`config.mk`:
```
export PLATFORM = sky130hd
export DESIGN_NAME = dac_spi_rx
export DESIGN_NICKNAME = d
export VERILOG_FILES = /design/src/rtl/dac_spi_rx.sv
export SDC_FILE = /design/constraint.sdc
export NUM_CORES = 1
export LEC_CHECK = 0
export BUFFER_PORTS_ARGS = -buffer_cell sky130_fd_sc_hd__clkbuf_2
export CAP_MARGIN = 20
export CORE_UTILIZATION = 40
export DETAILED_ROUTE_END_ITERATION = 12
export PLACE_DENSITY = 0.57
export RECOVER_POWER = 25
export SLEW_MARGIN = 10
export SYNTH_ARGS = -nofsm -noshare
export SYNTH_HDL_FRONTEND = slang
export SYNTH_SLANG_ARGS = --single-unit
```
`constraint.sdc`:
```
create_clock -name clk -period 8.1 [get_ports clk]
set_input_delay 1.62 -clock clk [delete_from_list [all_inputs] [get_ports clk]]
set_output_delay 1.62 -clock clk [all_outputs]
set_load 0.02 [all_outputs]
```
`src/rtl/dac_spi_rx.sv`:
```
// SPI slave for the DAC link: oversamples the SPI pins, deframes 25-bit words
// and applies the decoded commands to a 16-entry input/DAC register model.
module dac_spi_rx #(
  parameter int FRAME_BITS = 25,
  parameter int CNT_WIDTH  = 16
) (
  input  logic                 clk,
  input  logic                 rst_n,
  input  logic                 spi_data,
  input  logic                 spi_sclk,
  input  logic                 spi_sync,
  output logic                 frame_valid,
  output logic [3:0]           frame_comm,
  output logic [3:0]           frame_addr,
  output logic [15:0]          frame_data,
  output logic                 frame_err,
  output logic [1:0]           err_code,
  output logic                 dac_update,
  input  logic [3:0]           rd_addr,
  output logic [15:0]          rd_data,
  output logic [CNT_WIDTH-1:0] frame_cnt,
  output logic [CNT_WIDTH-1:0] err_cnt
);

  typedef enum logic [1:0] {
    WAIT_IDLE = 2'd0,
    IDLE      = 2'd1,
    RECV      = 2'd2
  } state_e;

  localparam logic [5:0] FRAME_LEN = 6'(FRAME_BITS);

  logic [2:0]            data_sync_q, sclk_sync_q, sync_sync_q;
  logic                  data_s, sclk_rise, sync_s, sync_rise, sync_fall;
  state_e                state_q, state_d;
  logic [5:0]            bit_cnt_q, bit_cnt_d;
  logic [FRAME_BITS-1:0] shreg_q, shreg_d;
  logic                  eval, good, bad, upd_d;
  logic [1:0]            code_d;
  logic [3:0]            f_comm, f_addr;
  logic [15:0]           f_data;

  logic                  frame_valid_q, frame_err_q, dac_update_q;
  logic [3:0]            frame_comm_q, frame_addr_q;
  logic [15:0]           frame_data_q;
  logic [1:0]            err_code_q;
  logic [CNT_WIDTH-1:0]  frame_cnt_q, err_cnt_q;
  logic [15:0]           input_reg_q [16];
  logic [15:0]           dac_reg_q   [16];

  // Data is taken from the older history stage: one extra cycle of setup
  // margin ahead of the synchronised sclk rise.
  assign data_s    = data_sync_q[2];
  assign sclk_rise = sclk_sync_q[1] & ~sclk_sync_q[2];
  assign sync_s    = sync_sync_q[1];
  assign sync_rise = sync_sync_q[1] & ~sync_sync_q[2];
  assign sync_fall = ~sync_sync_q[1] & sync_sync_q[2];

  always_ff @(posedge clk) begin
    if (!rst_n) begin
      data_sync_q <= '0;
      sclk_sync_q <= '0;
      sync_sync_q <= '0;
      state_q     <= WAIT_IDLE;
      bit_cnt_q   <= '0;
      shreg_q     <= '0;
    end else begin
      data_sync_q <= {data_sync_q[1:0], spi_data};
      sclk_sync_q <= {sclk_sync_q[1:0], spi_sclk};
      sync_sync_q <= {sync_sync_q[1:0], spi_sync};
      state_q     <= state_d;
      bit_cnt_q   <= bit_cnt_d;
      shreg_q     <= shreg_d;
    end
  end

  // A sync rise in RECV ends the frame; a coincident sclk rise is dropped.
  always_comb begin
    state_d   = state_q;
    bit_cnt_d = bit_cnt_q;
    shreg_d   = shreg_q;
    eval      = 1'b0;
    case (state_q)
      WAIT_IDLE: if (sync_s) state_d = IDLE;
      IDLE: begin
        if (sync_fall) begin
          bit_cnt_d = '0;
          shreg_d   = '0;
          state_d   = RECV;
        end
      end
      RECV: begin
        if (sync_rise) begin
          eval    = 1'b1;
          state_d = IDLE;
        end else if (sclk_rise) begin
          shreg_d = {shreg_q[FRAME_BITS-2:0], data_s};
          if (bit_cnt_q != 6'd63) bit_cnt_d = bit_cnt_q + 6'd1;
        end
      end
      default: state_d = WAIT_IDLE;
    endcase
  end

  always_comb begin
    code_d = 2'b00;
    if (bit_cnt_q < FRAME_LEN)          code_d = 2'b01;
    else if (bit_cnt_q > FRAME_LEN)     code_d = 2'b10;
    else if (shreg_q[FRAME_BITS-1])     code_d = 2'b11;
    good   = eval && (code_d == 2'b00);
    bad    = eval && (code_d != 2'b00);
    f_comm = shreg_q[23:20];
    f_addr = shreg_q[19:16];
    f_data = shreg_q[15:0];
    upd_d  = good && (f_comm == 4'h2 || f_comm == 4'h3 || f_comm == 4'h8);
  end

  always_ff @(posedge clk) begin
    if (!rst_n) begin
      frame_valid_q <= 1'b0;
      frame_err_q   <= 1'b0;
      dac_update_q  <= 1'b0;
      frame_comm_q  <= '0;
      frame_addr_q  <= '0;
      frame_data_q  <= '0;
      err_code_q    <= '0;
      frame_cnt_q   <= '0;
      err_cnt_q     <= '0;
      for (int i = 0; i < 16; i++) begin
        input_reg_q[i] <= '0;
        dac_reg_q[i]   <= '0;
      end
    end else begin
      frame_valid_q <= good;
      frame_err_q   <= bad;
      dac_update_q  <= upd_d;
      if (good) begin
        frame_comm_q <= f_comm;
        frame_addr_q <= f_addr;
        frame_data_q <= f_data;
        if (frame_cnt_q != '1) frame_cnt_q <= frame_cnt_q + CNT_WIDTH'(1);
        case (f_comm)
          4'h1: input_reg_q[f_addr] <= f_data;
          4'h2: dac_reg_q[f_addr] <= input_reg_q[f_addr];
          4'h3: begin
            input_reg_q[f_addr] <= f_data;
            dac_reg_q[f_addr]   <= f_data;
          end
          4'h8: begin
            for (int i = 0; i < 16; i++) begin
              input_reg_q[i] <= '0;
              dac_reg_q[i]   <= '0;
            end
          end
          default: ;
        endcase
      end
      if (bad) begin
        err_code_q <= code_d;
        if (err_cnt_q != '1) err_cnt_q <= err_cnt_q + CNT_WIDTH'(1);
      end
    end
  end

  assign frame_valid = frame_valid_q;
  assign frame_err   = frame_err_q;
  assign dac_update  = dac_update_q;
  assign frame_comm  = frame_comm_q;
  assign frame_addr  = frame_addr_q;
  assign frame_data  = frame_data_q;
  assign err_code    = err_code_q;
  assign frame_cnt   = frame_cnt_q;
  assign err_cnt     = err_cnt_q;
  assign rd_data     = dac_reg_q[rd_addr];

endmodule

```
# Word level (Yosys, flattened, before mapping)

Memory sizes are Yosys's and may differ from the RTL's. A register that Yosys moved wholly into a read port is not among the register bits.
Index checks and enable logic that the tools add are counted.

Flip-flop bits (word level): 103
Bits in writable memories: 512
Input port bits: 9
Output and inout bits: 77
Word-level logic and storage cells: 170
Memories: 2

Memory list:

| name        | words | bits a word | read ports | clocked after Yosys merged registers in | wr ports | line | RTL |
|---|---|---|---|---|---|---|---|
| dac_reg_q   | 16    | 16          | 1          | 0                                       | 16       | 49   | `logic [15:0] dac_reg_q [16];` |
| input_reg_q | 16    | 16          | 1          | 1                                       | 16       | 48   | `logic [15:0] input_reg_q [16];` |

Add/subtract/negate cells: 3
Magnitude comparators: 2
Eq/ne operators: 15
Multiplexer cells: 77
Bitwise operators: 40
Reduce and logical (&&, ||, !) cells: 16

Operators with widths:

| operator              | count |
|---|---|
| $mux 16               | 36 |
| $mux 25               | 3 |
| $pmux 25 s2           | 1 |
| $or 1x1->1            | 34 |
| $add 16x1->16 const B | 2 |
| $ne 16x16->1 const B  | 2 |
| $reduce_or 16->1      | 2 |
| $mux 6                | 4 |
| $mux 1                | 21 |
| $mux 4                | 4 |
| $mux 2                | 6 |
| $ne 2x2->1 const B    | 6 |
| $pmux 6 s2            | 1 |
| $eq 4x2->1 const B    | 2 |
| $add 6x1->6 const B   | 1 |
| $gt 6x5->1 const B    | 1 |
| $lt 6x5->1 const B    | 1 |
| $ne 6x6->1 const B    | 1 |
| $pmux 2 s3            | 1 |
| $reduce_and 5->1      | 1 |
| $eq 4x1->1 const B    | 1 |
| $eq 4x4->1 const B    | 1 |
| $logic_not 2->1       | 2 |
| $reduce_and 2->1      | 2 |
| 9 further kinds       | 17 |

# Logic depth before layout (Yosys ltp)

Word-level depth: 11
Gate-level depth with buffers: 11
Depth with buffers taken out: 7

# Least setup slack after synthesis

No wires, ideal clock.

Path type: input to output
Start point: in rd_addr[0]
End point: out rd_data[0]
Data arrival time: 3639 ps
Required time: 6480 ps
Slack: 2841 ps
Stages: 4
Path buffers: 2
Path through: clkbuf_1 -> buf_1 -> mux4_2 -> mux4_2

Longest elaborated chain between the ends: 1

RTL lines:

| element       | line | RTL |
|---|---|---|
| from (decl)   | 19   | `input logic [3:0] rd_addr,` |
| $mem_v2 16x16 | --   |  |
| to (decl)     | 20   | `output logic [15:0] rd_data,` |

Every way passes these cells.

==> flow_summary.toml <==
[drt]
viasPerCell = 6.08
wire_length_on_met2_um = 39200
detailroute.via_count = 18749
drc = 0
wl_per_cell_um = 27.2
drt.antenna.violating_nets = 0
routed_wirelength_um = 84000
detail_route.wirelength.met1_um = 34900
drt-initial-drc-count = 1885
drt_pre_antenna_iters = 5
dr.max_layer_used = "met4"
met3_length_um = 6980

[critical_path]
worstSetupPathDepth = 7
crit_buf_inv = 3
timing.critical_path.required_ns = 8.39
critPathMaxFanout = 68
criticalPathCategory = "in -> reg"
path_delay_family = "buffers and inverters"
critical_path.endpoint_type = "register"
crit_path_top_delay_cell = "sky130_fd_sc_hd__clkbuf_1"
crit_arrival_ns = 6.68
setup.worst_path.start_class = "input pin"
timing.critical_path.cells = "clkbuf_1 -> or4bb_1 -> nor4_1 -> nand2_2 -> clkbuf_1 -> o21ai_2 -> buf_4"
path_common_cell = "sky130_fd_sc_hd__clkbuf_1"
crit_path_max_incr_delay_ns = 1.46
worstRegToRegCells = 8

[layout]
final-instance-count-excl-fill = 3084
share_of_layout_cells_above_drive_strength_1_pct = 18.1
diodes = 0
num-nets-final = 2117
syn2layout_area_growth_pct = 12.6
finish.instance_area_sq_um = 31500

[pwr]
cell_area_power_density_nw_per_um2 = 213
report.power.total_uw = 6710
leakagePower_uw = 0.0102
irDropWorstVdd_v = 0.000142

[grt]
overflow = 0
grt_antenna_before_repair = 0
grt_first_pass_wirelength_um = 123000
first_global_vias = 18450
grt_max_degree = 84
groute.usage.overall_pct = 23.7

[job]
timing.max_cap.violations = 2

[hold_path]
min_path_cells = 1
timing.hold.worst.class = "reg -> reg"

[synth]
synthArstFlopShare_pct = 0
synth.top_cells.by_area = "sky130_fd_sc_hd__edfxtp_1, sky130_fd_sc_hd__mux4_2, sky130_fd_sc_hd__a22o_1"
postSynthAreaPerCell_sq_um = 13.5
synth.net_count = 2082
synth.lib_cells_used.distinct = 61
synthesis.instances = 2068
yosysSeqAreaShare_pct = 62.6
synthFlopType = "sky130_fd_sc_hd__edfxtp_1"
edff_count_synth = 512
post-synth-top-area-cell = "sky130_fd_sc_hd__edfxtp_1"
synth.ff_latch_count = 619
ys_warn_count = 0
mappedNetlistArea_sq_um = 28000
synth_top_area_share_pct = 54.9

[die]
pin_count = 86
core.rowCount = 96
die_h_um = 267
floorplan.initialDensity_pct = 40.6
die_ar_sq_um = 71000
placeableCoreArea_sq_um = 68900
die_w_um = 267

[clock_network]
cts_tree = "yes"
max-clock-path-buffers = 3
clock_transition_at_path_regs_ns = 0.06
cts_made_buffers = 67
cts_root_buf = "sky130_fd_sc_hd__clkbuf_16"
ctsHoldBuffers = 0
cells_resized_by_post_cts_repair = 0
cts.htree.levels = 3
cts.sink_count = 619
clock_insertion_delay_worst_skew_ns = 0.62
cts_post_setup_buffers_inserted = 0

[sta]
finalHoldViolCount = 0
skew_ns = 0.0261
finalCritPeriodShare_pct = 79.0
fin_tns_setup_ns = 0
slew_headroom_pct = -161
post-route-min-period_ns = 6.40
setup_repair_after_global_routing_missed_its_margin = "false"
clock.fmax_mhz = 156
worst_pin_slew_ns = 3.92
finalMaxSlewViolations = 153
setup_viol_count_final = 0

[place]
io_buffer_count = 85
placed_cells_incl_taps = 2953
dp_hpwl_um = 49300
finalWeightedCongestion = 0.829
dpl-instance-area_sq_um = 29400

[status]
violations = "capacitance limit, slew limit"
outcome = "finished, violations left"
-- per-stage QoR --
stage | hold WS (ns) | worst slack [ns] | utilization [%]
2_1_floorplan | 0.412 | 2.84 | -
3_3_place_gp | 0.418 | 2.48 | 42.6
3_5_place_dp | 0.418 | 2.40 | 42.7
4_1_cts | 0.435 | 2.40 | 45.6
5_1_grt | 0.450 | 1.35 | 45.7
6_report | 0.431 | 1.70 | 45.7
-- worst paths after layout --
check / end / slack, ns / startpoint
min: sync_sync_q[1] / 0.43 / sync_sync_q[0]
max: input_reg_q[7][8] / 1.70 / rst_n
min reg2reg: sync_sync_q[1] / 0.43 / sync_sync_q[0]
max reg2reg: input_reg_q[7][8] / 2.78 / bit_cnt_q[0]
-- flip-flops by register name, indices dropped and copies added (netlist names), 3 cells and up, named ones only --
register,cells
bit_cnt_q,6
dac_reg_q,256
data_sync_q,3
err_cnt,16
frame_addr,4
frame_cnt,16
frame_comm,4
frame_data,16
input_reg_q,256
sclk_sync_q,3
shreg_q,25
sync_sync_q,3
-- layout make-up --
| cell class | count | area, sq um |
|---|---|---|
| sequential | 619 | 17500 |
| tap | 931 | 1160 |
| timing repair buffer | 158 | 1050 |
| fill | 6200 | 37400 |
| clock inverter | 26 | 173 |
| multi-input combinational | 1242 | 9710 |
| clock buffer | 93 | 1840 |
| inverter | 15 | 56.3 |
-- layer usage --
metal	track usage (%)	vias up
met2	36.7	910
met4	10.0	0
met5	0	-
met3	4.52	184
li1	-	8033
met1	32.6	9622
-- cell usage in the layout (no fill, tap or decap), types with 9 or more instances in the layout --
cell,n
sky130_fd_sc_hd__and2_1,11
sky130_fd_sc_hd__xnor2_1,11
sky130_fd_sc_hd__o21ai_0,13
sky130_fd_sc_hd__a21oi_1,67
sky130_fd_sc_hd__clkbuf_16,69
sky130_fd_sc_hd__a22o_1,256
sky130_fd_sc_hd__inv_1,15
sky130_fd_sc_hd__edfxtp_1,512
sky130_fd_sc_hd__a22oi_1,30
sky130_fd_sc_hd__clkbuf_1,87
sky130_fd_sc_hd__o21ai_2,16
sky130_fd_sc_hd__dfxtp_1,105
sky130_fd_sc_hd__nor4_1,9
sky130_fd_sc_hd__nor2_1,287
sky130_fd_sc_hd__clkbuf_2,21
sky130_fd_sc_hd__nand2_1,188
sky130_fd_sc_hd__buf_8,12
sky130_fd_sc_hd__mux4_2,144
sky130_fd_sc_hd__nor2_2,31
sky130_fd_sc_hd__buf_4,55
sky130_fd_sc_hd__clkinv_1,13
sky130_fd_sc_hd__nand3_1,57
-- report_power, final --
group / switching [uW] / total [uW] / internal [uW] / leakage, uW
combinational: 174 / 270 / 96.7 / 0.00307
sequential: 28.6 / 3550 / 3520 / 0.00615
clock: 1270 / 2890 / 1620 / 0.000980
total: 1470 / 6710 / 5240 / 0.0102
-- synthesized netlist by cell type, types with 6 or more instances --
library cell	n
sky130_fd_sc_hd__a211oi_1	7
sky130_fd_sc_hd__a21oi_1	67
sky130_fd_sc_hd__a22o_1	256
sky130_fd_sc_hd__a22oi_1	30
sky130_fd_sc_hd__and2_1	17
sky130_fd_sc_hd__buf_1	23
sky130_fd_sc_hd__buf_2	42
sky130_fd_sc_hd__clkbuf_1	125
sky130_fd_sc_hd__dfxtp_1	107
sky130_fd_sc_hd__edfxtp_1	512
sky130_fd_sc_hd__inv_1	15
sky130_fd_sc_hd__mux4_2	144
sky130_fd_sc_hd__nand2_1	192
sky130_fd_sc_hd__nand2b_1	7
sky130_fd_sc_hd__nand3_1	57
sky130_fd_sc_hd__nand4_1	6
sky130_fd_sc_hd__nor2_1	295
sky130_fd_sc_hd__nor2_2	24
sky130_fd_sc_hd__nor2b_1	8
sky130_fd_sc_hd__nor4_1	7
sky130_fd_sc_hd__o21ai_0	28
sky130_fd_sc_hd__or3_1	6
sky130_fd_sc_hd__xnor2_1	11
-- cells by family after synthesis --
group           synth area share [%]
simple gates                    10.4
buf+inv                         3.00
flops                           62.6
mux                             11.7
compound gates                  11.6
xor+xnor                       0.501
fa+ha+maj                      0.224
Note: power is estimated with default switching activity, not from simulation.
